===== src/rtl/nios2_c_cpu_oci_tb_pkg.sv =====
// Shared types and parameter defaults for the OCI trace monitor.
package nios2_c_cpu_oci_tb_pkg;

    localparam int unsigned BufWDefault  = 30;
    localparam int unsigned CntWDefault  = 4;
    localparam int unsigned SlotWDefault = 2;
    localparam int unsigned DepthDefault = 8;

    typedef enum logic [1:0] {
        StRun,
        StFlush,
        StEnded
    } state_e;

endpackage


===== src/rtl/nios2_c_cpu_oci_tb_fifo.sv =====
// Synchronous first-word-fall-through FIFO; head word is zero while empty.
module nios2_c_cpu_oci_tb_fifo #(
    parameter int unsigned WIDTH = 34,
    parameter int unsigned DEPTH = 8
) (
    input  logic                   clk,
    input  logic                   reset,
    input  logic                   i_push,
    input  logic [WIDTH-1:0]       i_wdata,
    input  logic                   i_pop,
    output logic [WIDTH-1:0]       o_rdata,
    output logic                   o_empty,
    output logic                   o_full,
    output logic [$clog2(DEPTH):0] o_level
);

    localparam int unsigned AW = $clog2(DEPTH);
    localparam logic [AW:0] FullLevel = (AW + 1)'(DEPTH);

    logic [WIDTH-1:0] r_mem [DEPTH];
    logic [AW-1:0]    r_wr_ptr;
    logic [AW-1:0]    r_rd_ptr;
    logic [AW:0]      r_level;
    logic             w_push;
    logic             w_pop;

    assign o_empty = (r_level == '0);
    assign o_full  = (r_level == FullLevel);
    assign o_level = r_level;
    assign w_pop   = i_pop && !o_empty;
    // A full FIFO may still accept a word when the head leaves in the same cycle.
    assign w_push  = i_push && (!o_full || w_pop);
    assign o_rdata = o_empty ? '0 : r_mem[r_rd_ptr];

    always_ff @(posedge clk) begin
        if (w_push) begin
            r_mem[r_wr_ptr] <= i_wdata;
        end
    end

    always_ff @(posedge clk) begin
        if (reset) begin
            r_wr_ptr <= '0;
            r_rd_ptr <= '0;
            r_level  <= '0;
        end else begin
            if (w_push) begin
                r_wr_ptr <= r_wr_ptr + 1'b1;
            end
            if (w_pop) begin
                r_rd_ptr <= r_rd_ptr + 1'b1;
            end
            if (w_push && !w_pop) begin
                r_level <= r_level + 1'b1;
            end else if (w_pop && !w_push) begin
                r_level <= r_level - 1'b1;
            end
        end
    end

endmodule


===== src/rtl/nios2_c_cpu_oci_trace_monitor.sv =====
// Captures DCT trace words into a FIFO and drains them until the test ends.
// Define OCI_TB_SLOT_CHECK_EN to flag malformed words on slot_err.
module nios2_c_cpu_oci_trace_monitor
    import nios2_c_cpu_oci_tb_pkg::*;
#(
    parameter int unsigned BUF_W  = BufWDefault,
    parameter int unsigned CNT_W  = CntWDefault,
    parameter int unsigned SLOT_W = SlotWDefault,
    parameter int unsigned DEPTH  = DepthDefault
) (
    input  logic                   clk,
    input  logic                   reset,
    input  logic [BUF_W-1:0]       dct_buffer,
    input  logic [CNT_W-1:0]       dct_count,
    input  logic                   dct_valid,
    input  logic                   test_ending,
    output logic [BUF_W-1:0]       out_buffer,
    output logic [CNT_W-1:0]       out_count,
    output logic                   out_valid,
    input  logic                   out_ready,
    output logic                   test_has_ended,
    output logic [$clog2(DEPTH):0] level,
    output logic [15:0]            overflow_cnt,
    output logic [31:0]            total_slots,
    output logic                   slot_err
);

    if (DEPTH < 2 || (DEPTH & (DEPTH - 1)) != 0 || SLOT_W == 0 || SLOT_W > BUF_W)
    begin : g_param_check
        $error("DEPTH must be a power of 2 >= 2 and SLOT_W within 1..BUF_W");
    end

    state_e             r_state;
    state_e             w_state_next;
    logic [15:0]        r_overflow_cnt;
    logic [31:0]        r_total_slots;
    logic               w_accept;
    logic               w_push;
    logic               w_pop;
    logic               w_drop;
    logic               w_empty;
    logic               w_full;
    logic [BUF_W+CNT_W-1:0] w_rdata;

    assign w_accept = (r_state == StRun) && dct_valid && (dct_count != '0);
    assign w_pop    = !w_empty && out_ready;
    assign w_push   = w_accept && (!w_full || w_pop);
    assign w_drop   = w_accept && w_full && !w_pop;

    nios2_c_cpu_oci_tb_fifo #(
        .WIDTH (BUF_W + CNT_W),
        .DEPTH (DEPTH)
    ) u_fifo (
        .clk     (clk),
        .reset   (reset),
        .i_push  (w_push),
        .i_wdata ({dct_count, dct_buffer}),
        .i_pop   (w_pop),
        .o_rdata (w_rdata),
        .o_empty (w_empty),
        .o_full  (w_full),
        .o_level (level)
    );

    assign out_buffer     = w_rdata[BUF_W-1:0];
    assign out_count      = w_rdata[BUF_W +: CNT_W];
    assign out_valid      = !w_empty;
    assign test_has_ended = (r_state == StEnded);
    assign overflow_cnt   = r_overflow_cnt;
    assign total_slots    = r_total_slots;

    always_comb begin
        w_state_next = r_state;
        unique case (r_state)
            StRun:   if (test_ending) w_state_next = StFlush;
            StFlush: if (w_empty)     w_state_next = StEnded;
            StEnded: w_state_next = StEnded;
            default: w_state_next = StRun;
        endcase
    end

    always_ff @(posedge clk) begin
        if (reset) begin
            r_state        <= StRun;
            r_overflow_cnt <= '0;
            r_total_slots  <= '0;
        end else begin
            r_state <= w_state_next;
            if (w_drop && r_overflow_cnt != 16'hFFFF) begin
                r_overflow_cnt <= r_overflow_cnt + 16'd1;
            end
            if (w_push) begin
                r_total_slots <= r_total_slots + 32'(dct_count);
            end
        end
    end

`ifdef OCI_TB_SLOT_CHECK_EN
    localparam int unsigned DCT_SLOTS = BUF_W / SLOT_W;

    logic w_slot_bad;
    logic r_slot_err;

    // Any set bit at or above slot dct_count is outside the declared payload.
    always_comb begin
        w_slot_bad = (int'(dct_count) > int'(DCT_SLOTS));
        for (int i = 0; i < int'(BUF_W); i++) begin
            if (dct_buffer[i] && (i >= int'(dct_count) * int'(SLOT_W))) begin
                w_slot_bad = 1'b1;
            end
        end
    end

    always_ff @(posedge clk) begin
        if (reset) begin
            r_slot_err <= 1'b0;
        end else if (w_accept && w_slot_bad) begin
            r_slot_err <= 1'b1;
        end
    end

    assign slot_err = r_slot_err;
`else
    assign slot_err = 1'b0;
`endif

endmodule


===== config.mk =====
export PLATFORM = sky130hd
export DESIGN_NAME = nios2_c_cpu_oci_trace_monitor
export DESIGN_NICKNAME = d
export VERILOG_FILES = /design/src/rtl/nios2_c_cpu_oci_tb_pkg.sv /design/src/rtl/nios2_c_cpu_oci_tb_fifo.sv /design/src/rtl/nios2_c_cpu_oci_trace_monitor.sv
export SDC_FILE = /design/constraint.sdc
export NUM_CORES = 1
export LEC_CHECK = 0
export CAP_MARGIN = 20
export CORE_MARGIN = 2
export CORE_UTILIZATION = 30
export CTS_CLUSTER_DIAMETER = 120
export DETAILED_ROUTE_END_ITERATION = 8
export PLACE_DENSITY = 0.49
export SYNTH_ARGS = -nofsm -noshare
export SYNTH_HDL_FRONTEND = slang
export SYNTH_SLANG_ARGS = --single-unit

===== constraint.sdc =====
create_clock -name clk -period 7 [get_ports clk]
set_input_delay 0.7 -clock clk [delete_from_list [all_inputs] [get_ports clk]]
set_output_delay 0.7 -clock clk [all_outputs]
set_load 0.05 [all_outputs]

; Word level (Yosys, flattened, before mapping)
; Memory sizes are Yosys's and may differ from the RTL's. A register that Yosys moved wholly into a read port is not among the register bits.
; Cells that the tools add are included.
[op_classes]
n_mux = 10
n_addsub = 6
eq_ne = 6
reduce_logical = 23
[op_table]
columns = op, count
row1 = 34-bit two-way mux, 1
row2 = 32-bit by 4-bit adder with 32-bit output, 1
row3 = 16-bit by 1-bit adder with 16-bit output (second input constant), 1
row4 = 16-bit inequality test (second input constant), 1
row5 = 1-bit logical AND, 11
row6 = 4-bit two-way mux, 2
row7 = 3-bit by 1-bit adder with 3-bit output (second input constant), 2
row8 = 3-bit two-way mux, 2
row9 = 2-bit one-hot mux with 3 select lines, 1
row10 = 1-bit logical NOT, 5
row11 = 4-bit by 1-bit adder with 4-bit output (second input constant), 1
row12 = 4-bit == test (second input constant), 1
row13 = 4-bit logical NOT, 1
row14 = 2-bit two-way mux, 2
row15 = 4-bit nonzero test, 1
row16 = 4-bit by 1-bit subtractor with 4-bit output (second input constant), 1
row17 = 2-bit by 1-bit == test with 1-bit output (second input constant), 1
row18 = 2-bit == test (second input constant), 1
row19 = 2-bit logical NOT, 1
row20 = 1-bit logical OR, 2
row21 = 1-bit two-way mux, 2
row22 = 2-bit by 1-bit inequality test with 1-bit output (second input constant), 1
row23 = 2-bit inequality test (second input constant), 1
row24 = 2-bit AND reduction, 1
row25 = 2-bit nonzero test, 1
[totals]
mem_bits_rw = 272
regBits = 60
n_memories = 1
word_cells = 52
[memory_table]
columns = name, depth, width, read_ports, rd_clocked_by_memory_dff, wr, line
row1 = u_fifo.r_mem, 8, 34, 1, 1, 1, nios2_c_cpu_oci_tb_fifo.sv:20  ; logic [WIDTH-1:0] r_mem [DEPTH];

; Logic depth before layout (Yosys ltp)
[logic_depth]
word_depth = 10
ltp_mapped = 14
depth_no_buf = 13

; By module
; From an unflattened synthesis, not the netlist that was laid out.
[unflattened]
hier_cells = 812
hier_area_um2 = 13596.8
[modules_own_cells]
columns = module, area_per_inst_um2, cells_each, n_inst, seq_area_each_um2
row1 = nios2_c_cpu_oci_tb_fifo, 10989.3, 503, 1, 8428.1
row2 = nios2_c_cpu_oci_trace_monitor, 2607.5, 309, 1, 1001.0

; Worst setup path after synthesis
; OpenSTA, ideal clock, no wires.
[synth_timing]
path_type = reg-to-reg
startpoint = reg u_fifo.r_level[0] (netlist: u_fifo.o_level[0])
endpoint = mem u_fifo.r_mem[2][0] (enable)
synth_period_minus_slack_ps = 5522
arrival_ps = 5000
required_ps = 6478
path_buffers = 1
setup_ps = 522
setup_slack_ps = 1478
stages_incl_launch_ff = 5
cell_sequence = dfxtp_1 nor3_4 a211o_1 clkbuf_1 nor4b_1
[synth_between]
elab_chain_cells = 8
elab_cells_between_ends = 12
classes_between = eq/ne: 1 / mux: 2 / reduce/logical: 9
[synth_rtl]
columns = element, line
row1 = "start, declared", nios2_c_cpu_oci_tb_fifo.sv:23  ; logic [AW:0] r_level;
row2 = "start signal, assigned", nios2_c_cpu_oci_tb_fifo.sv:54  ; r_level <= r_level + 1'b1;
row3 = "start signal, assigned", nios2_c_cpu_oci_tb_fifo.sv:56  ; r_level <= r_level - 1'b1;
row4 = 4-bit logical NOT, nios2_c_cpu_oci_tb_fifo.sv:27  ; assign o_empty = (r_level == '0);
row5 = 1-bit logical NOT, "nios2_c_cpu_oci_tb_fifo.sv:30, nios2_c_cpu_oci_trace_monitor.sv:46"
row6 = 1-bit logical AND, nios2_c_cpu_oci_trace_monitor.sv:46  ; assign w_pop = !w_empty && out_ready;
row7 = 1-bit logical OR or 1-bit logical AND (tied branches), "nios2_c_cpu_oci_trace_monitor.sv:47, nios2_c_cpu_oci_tb_fifo.sv:30"
row8 = 1-bit logical AND or 1-bit logical OR (tied branches), "nios2_c_cpu_oci_trace_monitor.sv:47, nios2_c_cpu_oci_tb_fifo.sv:32"
row9 = 1-bit logical AND *, nios2_c_cpu_oci_tb_fifo.sv:32  ; assign w_push = i_push && (!o_full || w_pop);
row10 = 1-bit two-way mux *, nios2_c_cpu_oci_tb_fifo.sv:36  ; if (w_push) begin
row11 = 1-bit two-way mux (not written as such) *, nios2_c_cpu_oci_tb_fifo.sv:37  ; r_mem[r_wr_ptr] <= i_wdata;
row12 = "end, declared", nios2_c_cpu_oci_tb_fifo.sv:20
; Every way passes the cells marked *; elsewhere a longest branch is shown, timed or not.

==> report_table.html <==
<table>
<tr><th>Metric</th><th>Value</th></tr>
<tr><th colspan="2">Critical path</th></tr>
<tr><td>Cell-by-cell listing of the critical path</td><td>buf_4, mux4_2, mux2i_1, nor2_1, clkdlybuf4s50_1</td></tr>
<tr><td>CP max stage delay</td><td>0.86 ns</td></tr>
<tr><td>Buffers and inverters on the worst path</td><td>2</td></tr>
<tr><td>Number of cells on the critical path</td><td>5</td></tr>
<tr><td>Critical path startpoint category</td><td>register</td></tr>
<tr><td>Worst Path Class, Setup</td><td>reg -&gt; out</td></tr>
<tr><td>Worst EP required</td><td>6.30 ns</td></tr>
<tr><td>Arrival time at the worst endpoint</td><td>3.65 ns</td></tr>
<tr><td>Cell depth of the worst flop-to-flop path</td><td>12</td></tr>
<tr><td>Highest-delay cell along the critical path</td><td>sky130_fd_sc_hd__dfxtp_4</td></tr>
<tr><td>Endpoint kind of the worst setup timing path</td><td>output port</td></tr>
<tr><td>Family with the most delay on the worst path</td><td>buffers and inverters</td></tr>
<tr><td>Maximum fanout along the worst path</td><td>37</td></tr>
<tr><th colspan="2">CTS</th></tr>
<tr><td>Clock root buffer</td><td>sky130_fd_sc_hd__clkbuf_16</td></tr>
<tr><td>Number of cells upsized or downsized after cts</td><td>0</td></tr>
<tr><td>Number of clock sinks</td><td>335</td></tr>
<tr><td>Number of setup buffers added after CTS</td><td>0</td></tr>
<tr><td>H-tree lvl count</td><td>2</td></tr>
<tr><td>Clock buffer depth</td><td>3</td></tr>
<tr><td>Number of buffers inserted during clock tree synthesis</td><td>37</td></tr>
<tr><td>Clock latency at the later pin of the worst-skew pair</td><td>0.54 ns</td></tr>
<tr><td>Worst-path clk slew</td><td>0.06 ns</td></tr>
<tr><td>Post-cts hold buffer count</td><td>0</td></tr>
<tr><td>CTS tree</td><td>done</td></tr>
<tr><th colspan="2">Yosys</th></tr>
<tr><td>Post-synthesis sequential area ratio</td><td>0.697</td></tr>
<tr><td>Async SR Flop Fraction</td><td>0</td></tr>
<tr><td>Top cell type by total area after synthesis</td><td>sky130_fd_sc_hd__edfxtp_1</td></tr>
<tr><td>Avg Synthesized Cell Area</td><td>16.9 sq um</td></tr>
<tr><td>Cell Area, Synth</td><td>0.0135 sq mm</td></tr>
<tr><td>Top post-synthesis cells by area</td><td>sky130_fd_sc_hd__edfxtp_1 60%, sky130_fd_sc_hd__mux4_2 11%, sky130_fd_sc_hd__dfxtp_1 9.3%, sky130_fd_sc_hd__mux2i_1 2.9%, sky130_fd_sc_hd__nor2_1 2.3%</td></tr>
<tr><td>Syn. warnings</td><td>0</td></tr>
<tr><td>Gate Count Post-Synth</td><td>799</td></tr>
<tr><td>Number of synthesized register bits</td><td>335</td></tr>
<tr><td>Count of cell types in the netlist</td><td>53</td></tr>
<tr><td>Area fraction of the dominant cell type after synthesis</td><td>0.604</td></tr>
<tr><td>Number of flops mapped to enable cells by yosys</td><td>272</td></tr>
<tr><td>Post-Synthesis Net Count</td><td>854</td></tr>
<tr><td>Most used DFF post-synth</td><td>sky130_fd_sc_hd__edfxtp_1</td></tr>
<tr><th colspan="2">GRT</th></tr>
<tr><td>Maximum number of pins on one net before global-route repair</td><td>62</td></tr>
<tr><td>Global-route wire length before repair</td><td>46300 um</td></tr>
<tr><td>Global-route usage over all layers</td><td>0.129</td></tr>
<tr><td>Via count of the first global-routing pass</td><td>7697</td></tr>
<tr><td>Global-route congestion overflow total</td><td>0</td></tr>
<tr><td>Antenna violations before repair</td><td>0</td></tr>
<tr><th colspan="2">Drt</th></tr>
<tr><td>TritonRoute pass-1 iters</td><td>4</td></tr>
<tr><td>Vias post-DR</td><td>7258</td></tr>
<tr><td>Total routed wirelength</td><td>30100 um</td></tr>
<tr><td>Remaining DRCs</td><td>0</td></tr>
<tr><td>Drt first-iter violations</td><td>357</td></tr>
<tr><td>Via/cell ratio</td><td>4.66</td></tr>
<tr><td>ANT nets after route</td><td>0</td></tr>
<tr><td>Wirelength per Cell</td><td>19.3 um</td></tr>
<tr><th colspan="2">STA</th></tr>
<tr><td>Share of the cycle needed by the critical path after routing</td><td>0.622</td></tr>
<tr><td>Final hold violation count</td><td>0</td></tr>
<tr><td>Minimum hold slack</td><td>0.480 ns</td></tr>
<tr><td>Clock skew</td><td>0.0198 ns</td></tr>
<tr><td>Min Clock Period, post-route</td><td>4.35 ns</td></tr>
<tr><td>Worst slew pin tran</td><td>1.01 ns</td></tr>
<tr><td>Unrepaired setup endpoints after global routing</td><td>no</td></tr>
<tr><td>Worst max-slew margin expressed relative to the limit</td><td>0.330</td></tr>
<tr><td>Timing-limited maximum frequency</td><td>230 MHz</td></tr>
<tr><td>Final count of pins violating max slew</td><td>0</td></tr>
<tr><td>Total Negative Setup Slacks</td><td>0 ns</td></tr>
<tr><td>Final Setup Violations</td><td>0</td></tr>
<tr><th colspan="2">Pwr</th></tr>
<tr><td>Internal power of the cells</td><td>4.31 mW</td></tr>
<tr><td>Net Switching</td><td>2.03 mW</td></tr>
<tr><td>Switching power as a share of total power</td><td>0.320</td></tr>
<tr><td>Power density relative to cell area</td><td>377 mW/mm^2</td></tr>
<tr><td>Part of the power in combinational logic</td><td>0.284</td></tr>
<tr><td>Clk pwr share</td><td>0.330</td></tr>
<tr><td>IR Drop Worst-Case VDD</td><td>0.172 mV</td></tr>
<tr><td>Static leakage</td><td>5.22 nW</td></tr>
<tr><td>Share of total power in sequential cells</td><td>0.386</td></tr>
<tr><th colspan="2">Floorplan</th></tr>
<tr><td>Standard cell core area</td><td>0.0443 sq mm</td></tr>
<tr><td>Starting density of the core</td><td>0.305</td></tr>
<tr><td>Die Width</td><td>216 um</td></tr>
<tr><td>Total Die Area</td><td>0.0468 sq mm</td></tr>
<tr><td>Cell row count</td><td>77</td></tr>
<tr><td>Number of top-level design ports</td><td>128</td></tr>
<tr><td>Die H</td><td>216 um</td></tr>
<tr><th colspan="2">Cells and area</th></tr>
<tr><td>Fraction of layout cells with a size suffix above 1</td><td>0.178</td></tr>
<tr><td>Area occupied by multi-input gates</td><td>0.00391 sq mm</td></tr>
<tr><td>Final Util</td><td>0.380</td></tr>
<tr><td>Antenna cells</td><td>0</td></tr>
<tr><td>Post-route design area</td><td>0.0168 sq mm</td></tr>
<tr><td>Flip-flop and latch area</td><td>0.00944 sq mm</td></tr>
<tr><td>P&amp;R area growth vs syn</td><td>24.4%</td></tr>
<tr><td>Fillers</td><td>4206</td></tr>
<tr><td># nets final</td><td>993</td></tr>
<tr><th colspan="2">Place</th></tr>
<tr><td>Post-place instance area</td><td>0.0155 sq mm</td></tr>
<tr><td>Weighted congestion at the end of routability-driven global placement</td><td>0.700</td></tr>
<tr><td>DPL Wire Length</td><td>16600 um</td></tr>
<tr><td>Quantity of I/O buffers inserted on ports</td><td>126</td></tr>
<tr><th colspan="2">Worst hold path</th></tr>
<tr><td>Worst Hold Path Cells</td><td>2</td></tr>
<tr><td>Worst hold path type</td><td>reg -&gt; reg</td></tr>
<tr><th colspan="2">Job</th></tr>
<tr><td># Max-Cap Violations</td><td>0</td></tr>
<tr><th colspan="2">Status</th></tr>
<tr><td>Status</td><td>completed</td></tr>
</table>
-- final timing paths --
path                           start                end  slack [ns]
hold reg to reg   u_fifo.r_rd_ptr[1]           register        0.48
hold / removal    u_fifo.r_rd_ptr[1]           register        0.48
setup / recovery            register     out_buffer[15]        2.65
setup reg to reg   u_fifo.o_level[0]  u_fifo.o_level[3]        3.92
-- cell usage in the layout, fill, tap and decap left out, types with 8 or more instances in the layout --
cell | netlist | final
sky130_fd_sc_hd__o21ai_0 | 11 | 11
sky130_fd_sc_hd__ha_1 | 14 | 14
sky130_fd_sc_hd__nand4_1 | 15 | 15
sky130_fd_sc_hd__nand3_1 | 22 | 22
sky130_fd_sc_hd__dfxtp_1 | 63 | 60
sky130_fd_sc_hd__clkbuf_16 | 0 | 38
sky130_fd_sc_hd__nand2_1 | 27 | 27
sky130_fd_sc_hd__edfxtp_1 | 272 | 272
sky130_fd_sc_hd__mux4_2 | 68 | 68
sky130_fd_sc_hd__nor2_1 | 83 | 82
sky130_fd_sc_hd__mux2i_1 | 39 | 39
sky130_fd_sc_hd__inv_1 | 11 | 11
sky130_fd_sc_hd__a21oi_1 | 21 | 21
sky130_fd_sc_hd__clkdlybuf4s50_1 | 0 | 125
sky130_fd_sc_hd__xor2_1 | 21 | 21
sky130_fd_sc_hd__or3_1 | 11 | 11
sky130_fd_sc_hd__bufinv_16 | 0 | 8
sky130_fd_sc_hd__xnor2_1 | 19 | 19
sky130_fd_sc_hd__buf_4 | 3 | 13
-- metrics by stage --
step | cells | power (mW) | setup slack, ns
global placement | 1490 | 4.34 | 2.76
finish | 1559 | 6.34 | 2.65
detailed placement | 1490 | 4.35 | 2.63
global route | 1559 | 6.65 | 2.29
CTS | 1558 | 6.46 | 2.46
floorplan | 799 | 3.74 | 1.48
-- Yosys cell counts (2+ instances only) --
library cell,count
sky130_fd_sc_hd__a2111oi_1,2
sky130_fd_sc_hd__a2111oi_2,3
sky130_fd_sc_hd__a211oi_1,5
sky130_fd_sc_hd__a21o_1,2
sky130_fd_sc_hd__a21oi_1,21
sky130_fd_sc_hd__and3_1,6
sky130_fd_sc_hd__and4_1,2
sky130_fd_sc_hd__buf_1,2
sky130_fd_sc_hd__buf_2,11
sky130_fd_sc_hd__buf_4,3
sky130_fd_sc_hd__buf_6,2
sky130_fd_sc_hd__clkbuf_1,22
sky130_fd_sc_hd__dfxtp_1,63
sky130_fd_sc_hd__edfxtp_1,272
sky130_fd_sc_hd__fa_1,2
sky130_fd_sc_hd__ha_1,14
sky130_fd_sc_hd__inv_1,11
sky130_fd_sc_hd__inv_2,2
sky130_fd_sc_hd__mux2i_1,39
sky130_fd_sc_hd__mux4_2,68
sky130_fd_sc_hd__nand2_1,27
sky130_fd_sc_hd__nand3_1,22
sky130_fd_sc_hd__nand3_2,2
sky130_fd_sc_hd__nand4_1,15
sky130_fd_sc_hd__nor2_1,83
sky130_fd_sc_hd__nor3_1,8
sky130_fd_sc_hd__nor3b_1,2
sky130_fd_sc_hd__nor4_1,3
sky130_fd_sc_hd__nor4_2,2
sky130_fd_sc_hd__nor4_4,2
sky130_fd_sc_hd__o21ai_0,11
sky130_fd_sc_hd__or3_1,11
sky130_fd_sc_hd__xnor2_1,19
sky130_fd_sc_hd__xor2_1,21
-- flip-flops by register name (all words and copies together) (netlist names), named ones only --
signal,flops
u_fifo.r_rd_ptr,3
u_fifo.r_wr_ptr,3
u_fifo.r_mem,272
total_slots,32
r_state,2
u_fifo.o_level,4
overflow_cnt,16
-- worst min-delay path, cell delays in order, from the launching register on --
cell	delay, ns
sky130_fd_sc_hd__dfxtp_1	0.31
sky130_fd_sc_hd__nand2_1	0.06
sky130_fd_sc_hd__a21oi_1	0.07
-- layout make-up --
class | count | area share
Clock inverter | 23 | 0.0204
Inverter | 13 | 0.00290
Tap cell | 592 | 0.0440
Sequential cell | 335 | 0.561
Multi-Input combinational cell | 411 | 0.233
Clock buffer | 45 | 0.0581
Timing Repair Buffer | 140 | 0.0811
-- power by group through the flow --
stage                     logic, mW  registers (mW)  clock network [mW]
after floorplan                1.29            2.46                   0
after global placement         1.84            2.50                   0
after detailed placement       1.84            2.50                   0
after CTS                      1.84            2.46                2.16
after global routing           1.93            2.48                2.25
final                          1.80            2.45                2.09
-- per-layer routing --
metal	global-route usage	wire length, um
met5	0	0
met4	0.0324	472
met3	0.0362	1650
met2	0.206	14000
met1	0.173	14000
-- cell families (layout without fill, tap and decap cells) --
kind of cell	after synthesis	after routing	share of synthesized area
buffers and inverters	53	221	0.0177
adder cells (fa/ha/maj)	16	16	0.0159
AO/OA/AOI/OAI	53	53	0.0269
multiplexers	107	107	0.142
AND/OR/NAND/NOR	194	194	0.0738
XOR/XNOR	40	40	0.0259
flip-flops	335	335	0.697
other	1	1	0.000277
Power figures use the tool's default switching activity.
